File: src/rtl/gpio_expander_host.sv
// rtl/gpio_expander_host.sv - SPI mode-0 initiator for the GPIO expander (16-bit read/write frames)
// Optional autonomous register polling is compiled in with `define GPIO_HOST_AUTO_POLL_EN.
module gpio_expander_host #(
  parameter int CLK_DIV = 4
`ifdef GPIO_HOST_AUTO_POLL_EN
  , parameter int         POLL_PERIOD = 1024
  , parameter logic [6:0] POLL_ADDR   = 7'h01
`endif
) (
  input  logic       clk,
  input  logic       rst,
  input  logic       start,
  input  logic       rw,
  input  logic [6:0] addr,
  input  logic [7:0] wdata,
`ifdef GPIO_HOST_AUTO_POLL_EN
  input  logic       poll_en,
  output logic [7:0] poll_data,
  output logic       irq,
`endif
  output logic       busy,
  output logic       done,
  output logic [7:0] rdata,
  output logic       sclk,
  output logic       cs_n,
  output logic       mosi,
  input  logic       miso
);

  typedef enum logic [2:0] {
    IDLE  = 3'd0,
    SETUP = 3'd1,
    SHIFT = 3'd2,
    HOLD  = 3'd3,
    DONE  = 3'd4
  } state_t;

  localparam logic [7:0] DIV_LAST = 8'(CLK_DIV - 1);

  state_t      state_q;
  state_t      state_d;
  logic [7:0]  phase_cnt;
  logic [4:0]  bit_cnt;
  logic        sclk_hi;
  logic [15:0] sr;
  logic [7:0]  rx;
  logic        is_read;
  logic        phase_last;
  logic        poll_fire;
  logic        user_read;

  assign phase_last = (phase_cnt == DIV_LAST);

`ifdef GPIO_HOST_AUTO_POLL_EN
  localparam int            PW        = (POLL_PERIOD > 1) ? $clog2(POLL_PERIOD) : 1;
  localparam logic [PW-1:0] POLL_LAST = PW'(POLL_PERIOD - 1);

  logic [PW-1:0] poll_cnt;
  logic          is_poll;

  assign poll_fire = poll_en && (state_q == IDLE) && (poll_cnt == POLL_LAST);
  assign user_read = is_read && !is_poll;

  // Poll interval timer: counts idle cycles, freezes during frames, and
  // stays at its terminal value when a user start wins so the poll retries.
  always_ff @(posedge clk) begin
    if (rst || !poll_en) begin
      poll_cnt <= '0;
    end else if (state_q == IDLE) begin
      if (poll_cnt == POLL_LAST) begin
        if (!start) poll_cnt <= '0;
      end else begin
        poll_cnt <= poll_cnt + 1'b1;
      end
    end
  end

  // Marks the frame in flight as autonomous, and publishes its result plus a
  // change pulse timed with the DONE cycle.
  always_ff @(posedge clk) begin
    if (rst) begin
      is_poll   <= 1'b0;
      poll_data <= 8'h00;
      irq       <= 1'b0;
    end else begin
      irq <= 1'b0;
      if (state_q == IDLE) is_poll <= poll_fire && !start;
      if (state_q == HOLD && phase_last && is_poll) begin
        poll_data <= rx;
        irq       <= (rx != poll_data);
      end
    end
  end
`else
  assign poll_fire = 1'b0;
  assign user_read = is_read;
`endif

  // State register.
  always_ff @(posedge clk) begin
    if (rst) state_q <= IDLE;
    else     state_q <= state_d;
  end

  // Next-state decode and pin/status outputs derived from the current state.
  always_comb begin
    state_d = state_q;
    busy    = 1'b1;
    done    = 1'b0;
    cs_n    = 1'b0;
    sclk    = 1'b0;
    mosi    = sr[15];
    case (state_q)
      IDLE: begin
        busy = 1'b0;
        cs_n = 1'b1;
        mosi = 1'b0;
        if (start || poll_fire) state_d = SETUP;
      end
      SETUP: begin
        if (phase_last) state_d = SHIFT;
      end
      SHIFT: begin
        sclk = sclk_hi;
        if (phase_last && sclk_hi && bit_cnt == 5'd15) state_d = HOLD;
      end
      HOLD: begin
        if (phase_last) state_d = DONE;
      end
      DONE: begin
        done    = 1'b1;
        cs_n    = 1'b1;
        mosi    = 1'b0;
        state_d = IDLE;
      end
      default: state_d = IDLE;
    endcase
  end

  // Frame datapath: phase/bit timing, MOSI shifting on falling sclk, MISO
  // capture on rising sclk, and read-result update entering DONE.
  always_ff @(posedge clk) begin
    if (rst) begin
      phase_cnt <= 8'd0;
      bit_cnt   <= 5'd0;
      sclk_hi   <= 1'b0;
      sr        <= 16'h0000;
      rx        <= 8'h00;
      is_read   <= 1'b0;
      rdata     <= 8'h00;
    end else begin
      case (state_q)
        IDLE: begin
          phase_cnt <= 8'd0;
          bit_cnt   <= 5'd0;
          sclk_hi   <= 1'b0;
          if (start) begin
            sr      <= {rw, addr, wdata};
            is_read <= rw;
          end
`ifdef GPIO_HOST_AUTO_POLL_EN
          else if (poll_fire) begin
            sr      <= {1'b1, POLL_ADDR, 8'h00};
            is_read <= 1'b1;
          end
`endif
        end
        SETUP, HOLD: begin
          phase_cnt <= phase_last ? 8'd0 : phase_cnt + 8'd1;
        end
        SHIFT: begin
          if (phase_last) begin
            phase_cnt <= 8'd0;
            if (!sclk_hi) begin
              sclk_hi <= 1'b1;
              rx      <= {rx[6:0], miso};
            end else begin
              sclk_hi <= 1'b0;
              if (bit_cnt != 5'd15) begin
                bit_cnt <= bit_cnt + 5'd1;
                sr      <= {sr[14:0], 1'b0};
              end
            end
          end else begin
            phase_cnt <= phase_cnt + 8'd1;
          end
        end
        default: ;
      endcase
      if (state_q == HOLD && phase_last && user_read) rdata <= rx;
    end
  end

endmodule
File: config.mk
export PLATFORM = sky130hd
export DESIGN_NAME = gpio_expander_host
export DESIGN_NICKNAME = d
export VERILOG_FILES = /design/src/rtl/gpio_expander_host.sv
export SDC_FILE = /design/constraint.sdc
export NUM_CORES = 1
export LEC_CHECK = 0
export CAP_MARGIN = 20
export CORE_MARGIN = 3
export CORE_UTILIZATION = 55
export CTS_BUF_LIST = sky130_fd_sc_hd__clkbuf_16
export DETAILED_ROUTE_END_ITERATION = 10
export GPL_ROUTABILITY_DRIVEN = 0
export PLACE_DENSITY = 0.77
export RECOVER_POWER = 100
export SETUP_SLACK_MARGIN = 0.15
export SLEW_MARGIN = 20
export SYNTH_ARGS = -nofsm -noshare
export SYNTH_HDL_FRONTEND = slang
export SYNTH_SLANG_ARGS = --single-unit
File: constraint.sdc
create_clock -name clk -period 6.9 [get_ports clk]
set_input_delay 0.69 -clock clk [delete_from_list [all_inputs] [get_ports clk]]
set_output_delay 0.69 -clock clk [all_outputs]
set_load 0.03 [all_outputs]
==> flow_results.xml <==
<?xml version="1.0" encoding="UTF-8"?>
<metrics>
  <group name="power">
    <metric name="clockPowerShare" unit="">0.386</metric>
    <metric name="internal_power" unit="mW">0.4568</metric>
    <metric name="p_comb_frac" unit="">0.095</metric>
    <metric name="power.density_cell_area" unit="nW/µm²">221.4</metric>
    <metric name="vdd_drop_max" unit="mV">0.1675</metric>
    <metric name="power.share.sequential" unit="">0.519</metric>
    <metric name="total_leakage_power" unit="nW">1.095</metric>
    <metric name="power.net_switching" unit="mW">0.1345</metric>
    <metric name="netSwitchingFraction" unit="">0.2275</metric>
  </group>
  <group name="grt">
    <metric name="antenna_found_initial" unit="">0</metric>
    <metric name="grt_first_pass_wirelength" unit="µm">7790</metric>
    <metric name="grt_start_max_net_pins" unit="">47</metric>
    <metric name="grtUsageTotal" unit="">0.1919</metric>
    <metric name="grt_pass1_vias" unit="">1714</metric>
    <metric name="globalRouteOverflowTotal" unit="">0</metric>
  </group>
  <group name="clock_network">
    <metric name="clock_tree.root_cell" unit="">sky130_fd_sc_hd__clkbuf_16</metric>
    <metric name="cts_buffers" unit="">5</metric>
    <metric name="cts_num_sinks" unit="">50</metric>
    <metric name="clk_path_buf_depth" unit="">2</metric>
    <metric name="worst_setup_hold_path_clk_slew" unit="ps">60</metric>
    <metric name="hold_buffers" unit="">0</metric>
    <metric name="postCtsResizedCells" unit="">0</metric>
    <metric name="clk-insertion-delay-late" unit="ps">280</metric>
    <metric name="tritoncts" unit="">done</metric>
    <metric name="cts_max_level" unit="">2</metric>
    <metric name="post_cts_buffers" unit="">0</metric>
  </group>
  <group name="timing">
    <metric name="worst_max_slew_margin_expressed_relative_to_the_limit" unit="">-0.5928</metric>
    <metric name="setup_violations" unit="">0</metric>
    <metric name="final.period_utilization" unit="">0.5448</metric>
    <metric name="clock-skew-final" unit="ps">4.809</metric>
    <metric name="final.min_clock_period" unit="ps">3759</metric>
    <metric name="final-hold-violation-count" unit="">0</metric>
    <metric name="setup_tns" unit="ps">0</metric>
    <metric name="final_max_slew_viol_count" unit="">27</metric>
    <metric name="fmaxAchievable" unit="MHz">266.0</metric>
    <metric name="grt_setup_unrepaired" unit="">false</metric>
    <metric name="max_slew.worst_pin.slew" unit="ps">2367</metric>
  </group>
  <group name="synthesis">
    <metric name="synth.lib_cells_used.distinct" unit="">44</metric>
    <metric name="synth_area" unit="µm²">2296</metric>
    <metric name="synthesis.area_per_instance" unit="µm²">9.527</metric>
    <metric name="netlist_top_cells_area" unit="">sky130_fd_sc_hd__dfxtp_1 44%, sky130_fd_sc_hd__mux2i_1 14%, sky130_fd_sc_hd__a211oi_1 5.2%</metric>
    <metric name="post_synth_inst_count" unit="">241</metric>
    <metric name="synth_nets" unit="">264</metric>
    <metric name="postSynthRegisterBits" unit="">50</metric>
    <metric name="synthDominantCellAreaShare" unit="">0.4360</metric>
    <metric name="ys_seq_area_frac" unit="">0.4360</metric>
    <metric name="yosys.area.top_type" unit="">sky130_fd_sc_hd__dfxtp_1</metric>
    <metric name="yosys_warnings" unit="">0</metric>
  </group>
  <group name="die">
    <metric name="die_h" unit="µm">70.61</metric>
    <metric name="die-width" unit="µm">70.61</metric>
    <metric name="number_of_core_rows" unit="">22</metric>
    <metric name="io_pins" unit="">33</metric>
    <metric name="core_area" unit="µm²">3826</metric>
    <metric name="die_area" unit="µm²">4986</metric>
    <metric name="initial_utilization" unit="">0.6001</metric>
  </group>
  <group name="critical_path">
    <metric name="worst_path_largest_cell_delay" unit="ps">1800</metric>
    <metric name="cp_top_family" unit="">simple AND/OR/NAND/NOR gates</metric>
    <metric name="start_kind" unit="">flop</metric>
    <metric name="startpoint" unit="">bit_cnt[0]</metric>
    <metric name="required" unit="ps">7100</metric>
    <metric name="timing.critical_path.mode_cell" unit="">sky130_fd_sc_hd__ha_1</metric>
    <metric name="critPathKind" unit="">flop to flop</metric>
    <metric name="worstPathCellList" unit="">ha_1, and3_1, ha_1, or4b_1, nor4_1, nor3_1, a211oi_1</metric>
    <metric name="cp_max_fo" unit="">16</metric>
    <metric name="critical_path.reg2reg.startpoint" unit="">bit_cnt[0]</metric>
    <metric name="worst_path_max_delay_cell" unit="">sky130_fd_sc_hd__nor4_1</metric>
    <metric name="critical_path_buffer_and_inverter_count" unit="">0</metric>
    <metric name="setup.worst_path.end_class" unit="">flop</metric>
    <metric name="worst_ep_arrival_time" unit="ps">3960</metric>
  </group>
  <group name="route">
    <metric name="drt-pass1-iter-count" unit="">4</metric>
    <metric name="route.detailed.drc" unit="">0</metric>
    <metric name="vias" unit="">1775</metric>
    <metric name="final_antenna_net_count" unit="">0</metric>
    <metric name="drt-wirelength-per-cell" unit="µm">14.49</metric>
    <metric name="wl" unit="µm">4521</metric>
    <metric name="route.detailed.vias_per_inst" unit="">5.689</metric>
    <metric name="drt_iter0_drc" unit="">94</metric>
  </group>
  <group name="final_layout">
    <metric name="share_of_layout_cells_above_drive_strength_1" unit="">0.04545</metric>
    <metric name="final_common_cell" unit="">sky130_fd_sc_hd__dfxtp_1</metric>
    <metric name="final_cells" unit="">312</metric>
    <metric name="filler_cells" unit="">324</metric>
    <metric name="area_delta_synth_final" unit="%">16.35</metric>
    <metric name="antennaDiodeCount" unit="">0</metric>
    <metric name="finalNetCount" unit="">287</metric>
    <metric name="post-route-util" unit="">0.6982</metric>
    <metric name="commonest_cells_after_routing_fill_and_taps_aside" unit="">50 x sky130_fd_sc_hd__dfxtp_1, 31 x sky130_fd_sc_hd__mux2i_1, 27 x sky130_fd_sc_hd__nor2_1, 20 x sky130_fd_sc_hd__nor3_1, 20 x sky130_fd_sc_hd__clkdlybuf4s50_1</metric>
  </group>
  <group name="placement">
    <metric name="port-buffer-count" unit="">32</metric>
    <metric name="numPlacedInstances" unit="">305</metric>
    <metric name="final_hpwl_dp" unit="µm">3136</metric>
  </group>
  <group name="job">
    <metric name="cap_viol_max_count" unit="">2</metric>
  </group>
  <group name="hold_path">
    <metric name="worstHoldStart" unit="">is_read</metric>
    <metric name="hold_path_class" unit="">flop to flop</metric>
  </group>
  <group name="status">
    <metric name="status" unit="">finished, violations left</metric>
    <metric name="violations_in_the_final_reports" unit="">capacitance limit, slew limit</metric>
  </group>
</metrics>
## synthesized netlist by cell type (all sizes together)
cell type  instances
a211oi            16
a21oi              9
a31oi              3
a41oi              1
and2               4
and3               1
buf               10
clkbuf             7
dfxtp             50
ha                 3
inv                2
mux2i             31
nand2             12
nand2b             1
nand3              9
nand3b             1
nand4              2
nand4b             1
nor2              27
nor2b              2
nor3              20
nor3b              1
nor4               4
nor4b              2
o211ai             1
o21ai              2
o21bai             1
o31ai              1
or2                1
or3                2
or3b               3
or4                1
or4b               3
xnor2              3
xor2               4
## power by group through the flow
stage          Sequential, mW  Combinational [mW]  Clock [mW]
5_1_grt                 0.308              0.0621       0.244
3_5_place_dp            0.313              0.0575           0
6_report                0.307              0.0560       0.229
3_3_place_gp            0.313              0.0566           0
2_1_floorplan           0.310              0.0399           0
4_1_cts                 0.307              0.0576       0.234
## worst min-delay path: cells and delay by family (launching register included)
| family | cells | cell delay (ps) |
|---|---|---|
| compound gates | 1 | 50 |
| flops | 1 | 310 |
| simple gates | 1 | 50 |
## worst paths after layout
path | to | slack [ps] | cells after the start
min | is_read | 460 | 2
max | sr[6] | 3140 | 7
min reg2reg | is_read | 460 | 2
max reg2reg | sr[6] | 3140 | 7
## kinds of logic after synthesis
family	synth area share
AOI/OAI and AO/OA	0.09810
xor gates and xnor gates	0.02670
and+or+nand+nor	0.2343
muxes	0.1352
DFF	0.4360
adders and majority gates	0.01635
buffers and inverters	0.05341
## cell type report
type / instances / area, µm² / share of cell area
Timing Repair Buffer: 33 / 327.8 / 0.1227
Multi-Input combinational cell: 172 / 1139 / 0.4262
Inverter: 2 / 7.507 / 0.002810
Sequential cell: 50 / 1001 / 0.3747
Clock buffer: 5 / 125.1 / 0.04684
Tap cell: 48 / 60.06 / 0.02248
Clock inverter: 2 / 11.26 / 0.004215
## metal layers
layer | global-route usage | routed length (µm) | part of all wire
met1 | 0.2496 | 2128 | 0.47
met3 | 0.04972 | 182 | 0.040
met5 | 0 | 0 | 0
met4 | 0.06263 | 62 | 0.014
met2 | 0.3129 | 2147 | 0.47
## flip-flops by register name (all words and copies together) (netlist names)
| signal | count |
|---|---|
| sclk_hi | 1 |
| rx | 8 |
| phase_cnt | 8 |
| state_q | 3 |
| is_read | 1 |
| bit_cnt | 5 |
| rdata | 8 |
| sr | 16 |
## per-stage QoR
stage          instance area, µm²  setup slack (ps)  hold slack (ps)  power [mW]
6_report                     2671              3141            462.9      0.5913
5_1_grt                      2671              2772            478.1      0.6142
4_1_cts                      2711              4063            461.9      0.5985
3_5_place_dp                 2575              4081            453.2      0.3706
3_3_place_gp                 2575              4172            455.7      0.3694
2_1_floorplan                2296              4720            436.8      0.3501
Power figures use the tool's default switching activity.
